<file path="config.mk">
export PLATFORM = sky130hd
export DESIGN_NAME = prog_loader_flat
export DESIGN_NICKNAME = d
export VERILOG_FILES = /design/src/rtl/loader_pkg.sv /design/src/rtl/prog_loader_if.sv /design/src/rtl/loader_cksum.sv /design/src/rtl/prog_loader.sv /design/src/flat_wrapper.sv
export SDC_FILE = /design/constraint.sdc
export NUM_CORES = 1
export LEC_CHECK = 0
export ABC_CLOCK_PERIOD_IN_PS = 3200
export CORE_MARGIN = 5
export CORE_UTILIZATION = 55
export DETAILED_ROUTE_END_ITERATION = 6
export GPL_TIMING_DRIVEN = 1
export PLACE_DENSITY_LB_ADDON = 0.15
export SLEW_MARGIN = 30
export SYNTH_ARGS = -nofsm -noshare
export SYNTH_HDL_FRONTEND = slang
export SYNTH_HIERARCHICAL = 1
export SYNTH_SLANG_ARGS = --single-unit
</file>
<file path="constraint.sdc">
create_clock -name clk -period 3.2 [get_ports clk]
set_input_delay 0.64 -clock clk [delete_from_list [all_inputs] [get_ports clk]]
set_output_delay 0.64 -clock clk [all_outputs]
set_load 0.05 [all_outputs]
</file>
<file path="src/rtl/loader_pkg.sv">
`default_nettype none
// ============================================================================
//  Module      : loader_pkg
//  Description : Shared types and sizing for the boot-time program loader.
//  Revision    : 1.0 - initial release
// ============================================================================
package loader_pkg;

    localparam int DATA_W = 16;
    localparam int ADDR_W = 8;

    typedef enum logic [2:0] {
        HDR  = 3'd0,
        LOAD = 3'd1,
        CHK  = 3'd2,
        RUN  = 3'd3,
        ERR  = 3'd4
    } state_t;

    function automatic int unsigned max_words(input int unsigned aw);
        return 32'd1 << aw;
    endfunction

    localparam int unsigned MAX_WORDS = max_words(ADDR_W);

endpackage
`default_nettype wire

</file>
<file path="src/rtl/prog_loader_if.sv">
`default_nettype none
// ============================================================================
//  Module      : prog_loader_if
//  Description : Program stream (valid/ready) and instruction-memory write bus.
//  Revision    : 1.0 - initial release
// ============================================================================
interface prog_loader_if
    import loader_pkg::*;
#(
    parameter int N = DATA_W,
    parameter int A = ADDR_W
);
    logic         in_valid;
    logic [N-1:0] in_data;
    logic         in_ready;
    logic         imem_we;
    logic [A-1:0] imem_addr;
    logic [N-1:0] imem_wdata;

    modport master (
        output in_valid, in_data,
        input  in_ready, imem_we, imem_addr, imem_wdata
    );

    modport slave (
        input  in_valid, in_data,
        output in_ready, imem_we, imem_addr, imem_wdata
    );
endinterface
`default_nettype wire

</file>
<file path="src/rtl/loader_cksum.sv">
`default_nettype none
// ============================================================================
//  Module      : loader_cksum
//  Description : Modulo-2**N payload accumulator with equality compare.
//  Revision    : 1.0 - initial release
// ============================================================================
module loader_cksum
    import loader_pkg::*;
#(
    parameter int N = DATA_W
) (
    input  logic         clk,
    input  logic         reset,
    input  logic         clr,
    input  logic         add_en,
    input  logic [N-1:0] add_data,
    input  logic [N-1:0] cmp_data,
    output logic         match
);
    logic [N-1:0] r_sum;

    always_ff @(posedge clk or negedge reset) begin
        if (!reset) begin
            r_sum <= '0;
        end else if (clr) begin
            r_sum <= '0;
        end else if (add_en) begin
            r_sum <= r_sum + add_data;
        end
    end

    assign match = (r_sum == cmp_data);

endmodule
`default_nettype wire

</file>
<file path="src/rtl/prog_loader.sv">
`default_nettype none
// ============================================================================
//  Module      : prog_loader
//  Description : Loads a framed, checksummed program into imem, then releases
//                the CPU from reset.
//  Revision    : 1.0 - initial release
// ============================================================================
module prog_loader
    import loader_pkg::*;
#(
    parameter int N = DATA_W,
    parameter int A = ADDR_W
) (
    input  logic         clk,
    input  logic         reset,
    prog_loader_if.slave bus,
    input  logic         start,
    output logic         cpu_reset,
    output logic         done,
    output logic         error,
    output logic [A:0]   load_count
);
    localparam logic [N-1:0] c_max_words = N'(max_words(A));
    localparam logic [A:0]   c_one       = (A+1)'(1);

    state_t       r_state;
    state_t       w_next;
    logic [A:0]   r_remaining;
    logic [A:0]   r_count;
    logic         r_we;
    logic [A-1:0] r_addr;
    logic [N-1:0] r_wdata;
    logic         w_xfer;
    logic         w_load_xfer;
    logic         w_arm;
    logic         w_len_bad;
    logic         w_sum_clr;
    logic         w_sum_add;
    logic         w_match;

    assign bus.in_ready = (r_state == HDR) || (r_state == LOAD) || (r_state == CHK);
    assign w_xfer       = bus.in_valid && bus.in_ready;
    assign w_load_xfer  = w_xfer && (r_state == LOAD);
    assign w_arm        = start && ((r_state == RUN) || (r_state == ERR));
    assign w_len_bad    = bus.in_data > c_max_words;

    always_ff @(posedge clk or negedge reset) begin
        if (!reset) begin
            r_state <= HDR;
        end else begin
            r_state <= w_next;
        end
    end

    always_comb begin
        w_next    = r_state;
        w_sum_clr = 1'b0;
        w_sum_add = 1'b0;
        unique case (r_state)
            HDR: begin
                if (w_xfer) begin
                    w_sum_clr = 1'b1;
                    if (w_len_bad)                w_next = ERR;
                    else if (bus.in_data == '0)   w_next = CHK;
                    else                          w_next = LOAD;
                end
            end
            LOAD: begin
                if (w_xfer) begin
                    w_sum_add = 1'b1;
                    if (r_remaining == c_one) w_next = CHK;
                end
            end
            CHK: begin
                if (w_xfer) w_next = w_match ? RUN : ERR;
            end
            RUN, ERR: begin
                if (start) begin
                    w_next    = HDR;
                    w_sum_clr = 1'b1;
                end
            end
            default: w_next = HDR;
        endcase
    end

    // Address tracks load_count: both restart at zero on every arm/reset.
    always_ff @(posedge clk or negedge reset) begin
        if (!reset) begin
            r_remaining <= '0;
            r_count     <= '0;
            r_we        <= 1'b0;
            r_addr      <= '0;
            r_wdata     <= '0;
        end else begin
            r_we <= w_load_xfer;
            if (w_xfer && (r_state == HDR)) begin
                r_remaining <= bus.in_data[A:0];
            end else if (w_load_xfer) begin
                r_remaining <= r_remaining - c_one;
            end
            if (w_load_xfer) begin
                r_addr  <= r_count[A-1:0];
                r_wdata <= bus.in_data;
                r_count <= r_count + c_one;
            end else if (w_arm) begin
                r_count <= '0;
            end
        end
    end

    loader_cksum #(.N(N)) u_cksum (
        .clk      (clk),
        .reset    (reset),
        .clr      (w_sum_clr),
        .add_en   (w_sum_add),
        .add_data (bus.in_data),
        .cmp_data (bus.in_data),
        .match    (w_match)
    );

    assign bus.imem_we    = r_we;
    assign bus.imem_addr  = r_addr;
    assign bus.imem_wdata = r_wdata;
    assign load_count     = r_count;
    assign done           = (r_state == RUN);
    assign error          = (r_state == ERR);
    assign cpu_reset      = (r_state != RUN);

endmodule
`default_nettype wire
</file>
<file path="src/flat_wrapper.sv">
// flat-port wrapper written by rule: the top's interface ports become plain ports
module prog_loader_flat import loader_pkg::*;
#(
    parameter int N = DATA_W,
    parameter int A = ADDR_W
)
  (clk, reset, start, cpu_reset, done, error, load_count, bus_in_valid, bus_in_data, bus_in_ready, bus_imem_we, bus_imem_addr, bus_imem_wdata);
  prog_loader_if #(.N(N), .A(A)) bus_i ();
  input  logic clk;
  input  logic reset;
  input  logic start;
  output logic cpu_reset;
  output logic done;
  output logic error;
  output logic [A:0] load_count;
  input wire logic [$bits(bus_i.in_valid)-1:0] bus_in_valid;
  input wire logic [$bits(bus_i.in_data)-1:0] bus_in_data;
  output wire logic [$bits(bus_i.in_ready)-1:0] bus_in_ready;
  output wire logic [$bits(bus_i.imem_we)-1:0] bus_imem_we;
  output wire logic [$bits(bus_i.imem_addr)-1:0] bus_imem_addr;
  output wire logic [$bits(bus_i.imem_wdata)-1:0] bus_imem_wdata;
  assign bus_i.in_valid = bus_in_valid;
  assign bus_i.in_data = bus_in_data;
  assign bus_in_ready = bus_i.in_ready;
  assign bus_imem_we = bus_i.imem_we;
  assign bus_imem_addr = bus_i.imem_addr;
  assign bus_imem_wdata = bus_i.imem_wdata;
  prog_loader #(.N(N), .A(A)) u_core (.clk(clk), .reset(reset), .bus(bus_i), .start(start), .cpu_reset(cpu_reset), .done(done), .error(error), .load_count(load_count));
endmodule
</file>
==> metrics.txt, run 1 <==
Final Cycle Share 91.7%; Via Count 3567; H-tree depth 3; Area Overhead vs Synth 24.6%; CTS tree done; clock power share 22.1%; Top FF cell, synth dfrtp_1; Yosys warnings 6; Tot GR Track Use 24.5%; Setup TNS 0 ns; GPL Wtd Cong 0.954; P_int 1820 uW; pwr dens 653 mW/mm2; Startpoint Class input pin; area of the core 0.00683 mm2; Seq/Total Area, Yosys 39.8%; Tmin final 2.93 ns; Fin Clk Skew 0.00944 ns; Syn Area/Cell 8.85 um2; Die Width 94.2 um; Clk Latency, worst-skew pair 0.35 ns; first-pass GRT wire length 16.9 mm; Num Clock Sinks 62; row count 30; Peak VDD IR 0.000293 V; largest area contributor in the netlist dfrtp_1; synthesized cell area 0.00389 mm2; ratio of cells with drive above 1 in the final layout 9.92%; WL/cell 16.8 um; synth unique cells 68; syn nets 479; CP Data Arrival Time 3.17 ns; # diodes 0; pre-CTS WS -0.0585 ns; initial drt markers 208; synth top area cells dfrtp_1 (40%), nand2_1 (8.7%), ha_1 (5.8%); flops & latches, synth 62; max-slew violation count 0; postcts setup bufs 0; Finished Core Util 71.0%; largest net degree at the start of global routing 36; initial antenna violation count 0; Antenna Violating Nets Remaining 0; ys async rst share 100%; port buffer count 57; DP Wirelength 7.47 mm; Clk pin slew, worst setup/hold paths 0.07 ns; post-synth top area share 39.8%; # hold bufs at CTS 0; Leak Pwr 0.00226 uW; I/O pin count 58; Overflow after GRT 0; clock root buffer clkbuf_8; Num CTS Buffers 9; Die Height 94.2 um; max-cap violations 0; Worst Hold Class input pin to asynchronous set/reset pin; WS Path Type input pin to register; Crit Path Max Fanout 3; Via density 5.85; Syn Inst Count 440; Fillers 565; Final Net Count 548; switch share 42.6%; status finished clean; Comb power frac 43.4%; DP Area 0.00465 mm2; Detailed Route WL 10.2 mm; Total Power 3170 uW; worst slew pin tran 0.735 ns; post-route DRC violation count 0; f_max 341 MHz; initial core utilization 57.0%; cells resized by post-CTS repair 0; Rel. slew slack 51.0%; number of global-route vias before repair 3464; unrepaired setup endpoints after global routing no; switching pwr 1350 uW; Final Setup Violations 0; Worst Path Required 3.43 ns; Finished Cell Area 0.00485 mm2; Flop pwr share 34.4%; CTS Buffer Depth 2; EDFF count, synth 0; Die ar. 0.00887 mm2; Setup crit end kind register; final hold vios 0; setup ws final 0.266 ns; drt first pass iters 5
[cell usage in the layout (no fill, tap or decap), types with 6 or more instances in the layout]
master / Yosys / layout
a21oi_1: 22 / 22
buf_4: 1 / 19
xnor2_1: 19 / 19
clkbuf_8: 0 / 10
nand2_1: 90 / 90
nand4_1: 8 / 8
nor3_1: 7 / 7
clkdlybuf4s50_1: 0 / 56
a21o_1: 10 / 10
dfrtp_1: 62 / 62
nor2_1: 36 / 36
ha_1: 18 / 18
nor4_1: 10 / 10
mux2i_1: 6 / 6
nand3_1: 10 / 10
o21ai_0: 25 / 25
inv_1: 13 / 13
[through the flow]
stage | hold WS, ns | std cells
after floorplan | 0.344 | 440
after global placement | 0.458 | 594
after detailed placement | 0.462 | 594
after CTS | 0.371 | 610
after global routing | 0.408 | 610
final | 0.354 | 610
[metal layers]
| layer | vias to the layer above | global-route usage (%) | part of all wire [%] |
|---|---|---|---|
| li1 | 1724 | - | - |
| met1 | 1697 | 32.7 | 44 |
| met2 | 124 | 38.9 | 47 |
| met3 | 22 | 5.61 | 6.8 |
| met4 | 0 | 9.03 | 2.3 |
| met5 | - | 0 | 0 |
[flip-flops by register name, summed over array words and instances, names as in the netlist]
register,cells
u_core/r_state,3
u_core/load_count,9
u_core/bus.imem_addr,8
u_core/r_remaining,9
u_core/bus.imem_wdata,16
u_core/bus.imem_we,1
u_core/u_cksum/r_sum,16
[Yosys cell counts, drive strengths merged, types with 3 or more instances]
master / count
nor3: 7
nand4: 8
nand2: 90
o31ai: 3
or3: 6
nand2b: 3
a21o: 10
xnor2: 19
a211oi: 5
a22o: 3
ha: 18
a21oi: 23
o21a: 4
dfrtp: 62
nand3: 11
o21ai: 27
a211o: 4
buf: 12
clkbuf: 7
o211ai: 5
nor4: 10
nor3b: 3
or4b: 3
mux2i: 6
inv: 13
nor2: 36
[area by class of cell]
cell class,count,area (um2),share of cell area (%)
clock buffers,11,141,2.91
clock inverters,5,58.8,1.21
inverters,13,48.8,1.01
multi-input cells,346,2200,45.4
flip-flops and latches,62,1550,32.0
well taps,96,120,2.47
repair buffers,77,728,15.0
[worst paths after layout]
check / end / start / cells after the start / slack, ns
worst min register to register: u_core/bus.imem_wdata[8]$_DFFE_PN0P_ / u_core/bus.imem_wdata[8]$_DFFE_PN0P_ / 2 / 0.47
worst max register to register: u_core/u_cksum/r_sum[15]$_DFFE_PN0P_ / u_core/r_state[2]$_DFFE_PN0P_ / 8 / 0.43
max in group asynchronous: u_core/load_count[0]$_DFFE_PN0P_ / reset / 2 / 2.22
min in group clk: u_core/bus.imem_wdata[8]$_DFFE_PN0P_ / u_core/bus.imem_wdata[8]$_DFFE_PN0P_ / 2 / 0.47
worst min-delay path: u_core/bus.imem_wdata[4]$_DFFE_PN0P_ / reset / 1 / 0.35
worst max-delay path: u_core/u_cksum/r_sum[14]$_DFFE_PN0P_ / bus_in_data[0] / 10 / 0.27
[power groups by stage]
| stage | clock, uW | sequential [uW] | combinational (uW) |
|---|---|---|---|
| CTS | 711 | 1090 | 1380 |
| global placement | 0 | 1100 | 1360 |
| global route | 749 | 1120 | 1480 |
| finish | 701 | 1090 | 1380 |
| floorplan | 0 | 1500 | 511 |
| detailed placement | 0 | 1110 | 1380 |
[cell families after synthesis]
group	after synthesis	synth area share (%)
and+or+nand+nor	193	24.2
AOI/OAI and AO/OA	106	19.4
DFF	62	39.8
buffers and inverters	32	3.69
xor gates and xnor gates	21	4.72
adders and majority gates	19	6.30
muxes	7	1.83
[critical path: stages]
cell and delay, ns:
clkdlybuf4s50_1 0.49, ha_1 0.18, inv_1 0.06, fa_1 0.40
and2b_1 0.25, o2111ai_2 0.16, a2111oi_2 0.43, o22a_1 0.22
nor4_1 0.05, a221o_1 0.28
Power figures use the tool's default switching activity.
==> inputs of run 2 (changes only) <==
- CORE_UTILIZATION: 55 -> 48
==> metrics.txt, run 2 (synthesis gave the netlist of run 1 again) <==
status finished clean (unchanged); Antenna Violating Nets Remaining 0 (unchanged); Startpoint Class input pin (unchanged); Die Width 100 um (was 94.2 um); WS Path Type input pin to register (unchanged); Die ar. 0.0100 mm2 (was 0.00887 mm2); row count 32 (was 30); Worst Hold Class input pin to asynchronous set/reset pin (unchanged); number of global-route vias before repair 3463 (was 3464); switch share 42.5% (was 42.6%); CTS Buffer Depth 2 (unchanged); Setup crit end kind register (unchanged); WL/cell 16.5 um (was 16.8 um); initial antenna violation count 0 (unchanged); postcts setup bufs 0 (unchanged); switching pwr 1390 uW (was 1350 uW); CTS tree done (unchanged); Setup TNS 0 ns (unchanged); crit path capture u_core/u_cksum/r_sum[14]$_DFFE_PN0P_ (unchanged); Die Height 100 um (was 94.2 um); I/O pin count 58 (unchanged); R2R setup slack 0.61 ns (was 0.43 ns); Tot GR Track Use 21.1% (was 24.5%); f_max 339 MHz (was 341 MHz); final hold vios 0 (unchanged); first-pass GRT wire length 16.9 mm (about the same); Rel. slew slack 56.3% (was 51.0%); Worst Path Required 3.43 ns (about the same); ratio of cells with drive above 1 in the final layout 10.5% (was 9.92%); initial drt markers 164 (was 208); r2r worst-path depth 9 (was 8); Finished Cell Area 0.00490 mm2 (was 0.00485 mm2); cells resized by post-CTS repair 0 (unchanged); Final Net Count 550 (was 548); placed cells 602 (was 594); RR Startpoint u_core/r_state[2]$_DFFE_PN0P_ (unchanged); Overflow after GRT 0 (unchanged); busiest grt layer met2 (unchanged); most frequent cells in the layout nand2_1 (90), dfrtp_1 (62), clkdlybuf4s50_1 (56), nor2_1 (36), o21ai_0 (25) (unchanged); Non-Filler Instances 618 (was 610); # hold bufs at CTS 0 (unchanged); Fin Clk Skew 0.0100 ns (was 0.00944 ns); CP Data Arrival Time 3.18 ns (was 3.17 ns); port buffer count 57 (unchanged); Via density 5.75 (was 5.85); Tmin final 2.95 ns (was 2.93 ns); met3 usage 2.99% (was 5.61%); most common cell after layout, fill and taps aside nand2_1 (unchanged); Via Count 3554 (was 3567); H-tree depth 3 (unchanged); Crit Path Max Fanout 3 (unchanged); routing usage on met2 34.6% (was 38.9%); Comb power frac 41.8% (was 43.4%); Total Power 3280 uW (was 3170 uW); worst slew pin tran 0.653 ns (was 0.735 ns); post-route DRC violation count 0 (unchanged); Num CTS Buffers 9 (unchanged); Clk pin slew, worst setup/hold paths 0.08 ns (was 0.07 ns); Leak Pwr 0.00229 uW (was 0.00226 uW); Area Overhead vs Synth 25.8% (was 24.6%); area of the core 0.00781 mm2 (was 0.00683 mm2); Peak VDD IR 0.000298 V (was 0.000293 V); GR Util met1 28.7% (was 32.7%); Final Cycle Share 92.2% (was 91.7%); Flop pwr share 33.6% (was 34.4%); CP Launch Point bus_in_data[0] (unchanged); clock root buffer clkbuf_8 (unchanged); initial core utilization 49.9% (was 57.0%); DP Wirelength 7.49 mm (was 7.47 mm); unrepaired setup endpoints after global routing no (unchanged); Final Setup Violations 0 (unchanged); max-cap violations 0 (unchanged); largest net degree at the start of global routing 39 (was 36); DP Area 0.00468 mm2 (was 0.00465 mm2); clock power share 24.6% (was 22.1%); GPL Wtd Cong 0.862 (was 0.954); Detailed Route WL 10.2 mm (about the same); Num Clock Sinks 62 (unchanged); drt first pass iters 5 (unchanged); # diodes 0 (unchanged); pwr dens 670 mW/mm2 (was 653 mW/mm2); max-slew violation count 0 (unchanged); RR Endpoint u_core/u_cksum/r_sum[15]$_DFFE_PN0P_ (unchanged); Clk Latency, worst-skew pair 0.34 ns (was 0.35 ns); P_int 1890 uW (was 1820 uW)
run 2: cell count changes in the layout (fill, tap and decap cells not counted), sizes merged:
| cell | before | now |
|---|---|---|
| clkinvlp | 2 | 0 |
| inv | 13 | 17 |
| bufinv | 1 | 2 |
| clkinv | 2 | 1 |
| clkbuf | 11 | 9 |
| buf | 21 | 23 |
run 2: per-stage QoR:
stage | hold slack [ns] | worst slack (ns) | utilization, %
floorplan | 0.344 | 0.408 | -
global placement | 0.459 | -0.0217 | 59.9
detailed placement | 0.462 | -0.0608 | 59.9
CTS | 0.332 | 0.280 | 62.8
global route | 0.354 | 0.189 | 62.8
finish | 0.318 | 0.249 | 62.8
run 2: routing by layer:
layer	part of all wire (%)	vias to the layer above	routed length, um
met5	0	-	0
li1	-	1737	-
met1	45	1708	4560
met4	1.8	0	180
met3	4.8	15	488
met2	49	94	4950
run 2: power groups by stage:
| stage | combinational, uW | sequential, uW | clock [uW] |
|---|---|---|---|
| floorplan | 511 | 1500 | 0 |
| global placement | 1360 | 1110 | 0 |
| detailed placement | 1380 | 1120 | 0 |
| CTS | 1380 | 1100 | 818 |
| global route | 1480 | 1130 | 859 |
| finish | 1370 | 1100 | 807 |
run 2: cell type report:
class                      count  area [um2]
timing repair buffer          79         743
inverter                      13        48.8
clock inverter                 7         100
fill                         713        2910
multi-input combinational    346        2200
clock buffer                   9         124
tap                          102         128
sequential                    62        1550
run 2: critical path: stages:
cell	delay (ns)
clkdlybuf4s50_1	0.53
ha_1	0.20
inv_1	0.06
fa_1	0.37
and2b_1	0.24
o2111ai_2	0.17
a2111oi_2	0.42
o22a_1	0.22
nor4_1	0.05
a221o_1	0.27
run 2: worst min path at each step:
stage / startpoint / endpoint / slack (ns) / depth (start not counted)
2_1_floorplan: reset / u_core/bus.imem_addr[0]$_DFFE_PN0P_ / 0.34 / 0
3_3_place_gp: u_core/bus.imem_wdata[5]$_DFFE_PN0P_ / u_core/bus.imem_wdata[5]$_DFFE_PN0P_ / 0.46 / 2
3_5_place_dp: u_core/bus.imem_wdata[6]$_DFFE_PN0P_ / u_core/bus.imem_wdata[6]$_DFFE_PN0P_ / 0.46 / 2
4_1_cts: reset / u_core/bus.imem_addr[3]$_DFFE_PN0P_ / 0.33 / 1
5_1_grt: reset / u_core/bus.imem_addr[3]$_DFFE_PN0P_ / 0.35 / 1
6_report: reset / u_core/u_cksum/r_sum[13]$_DFFE_PN0P_ / 0.32 / 1
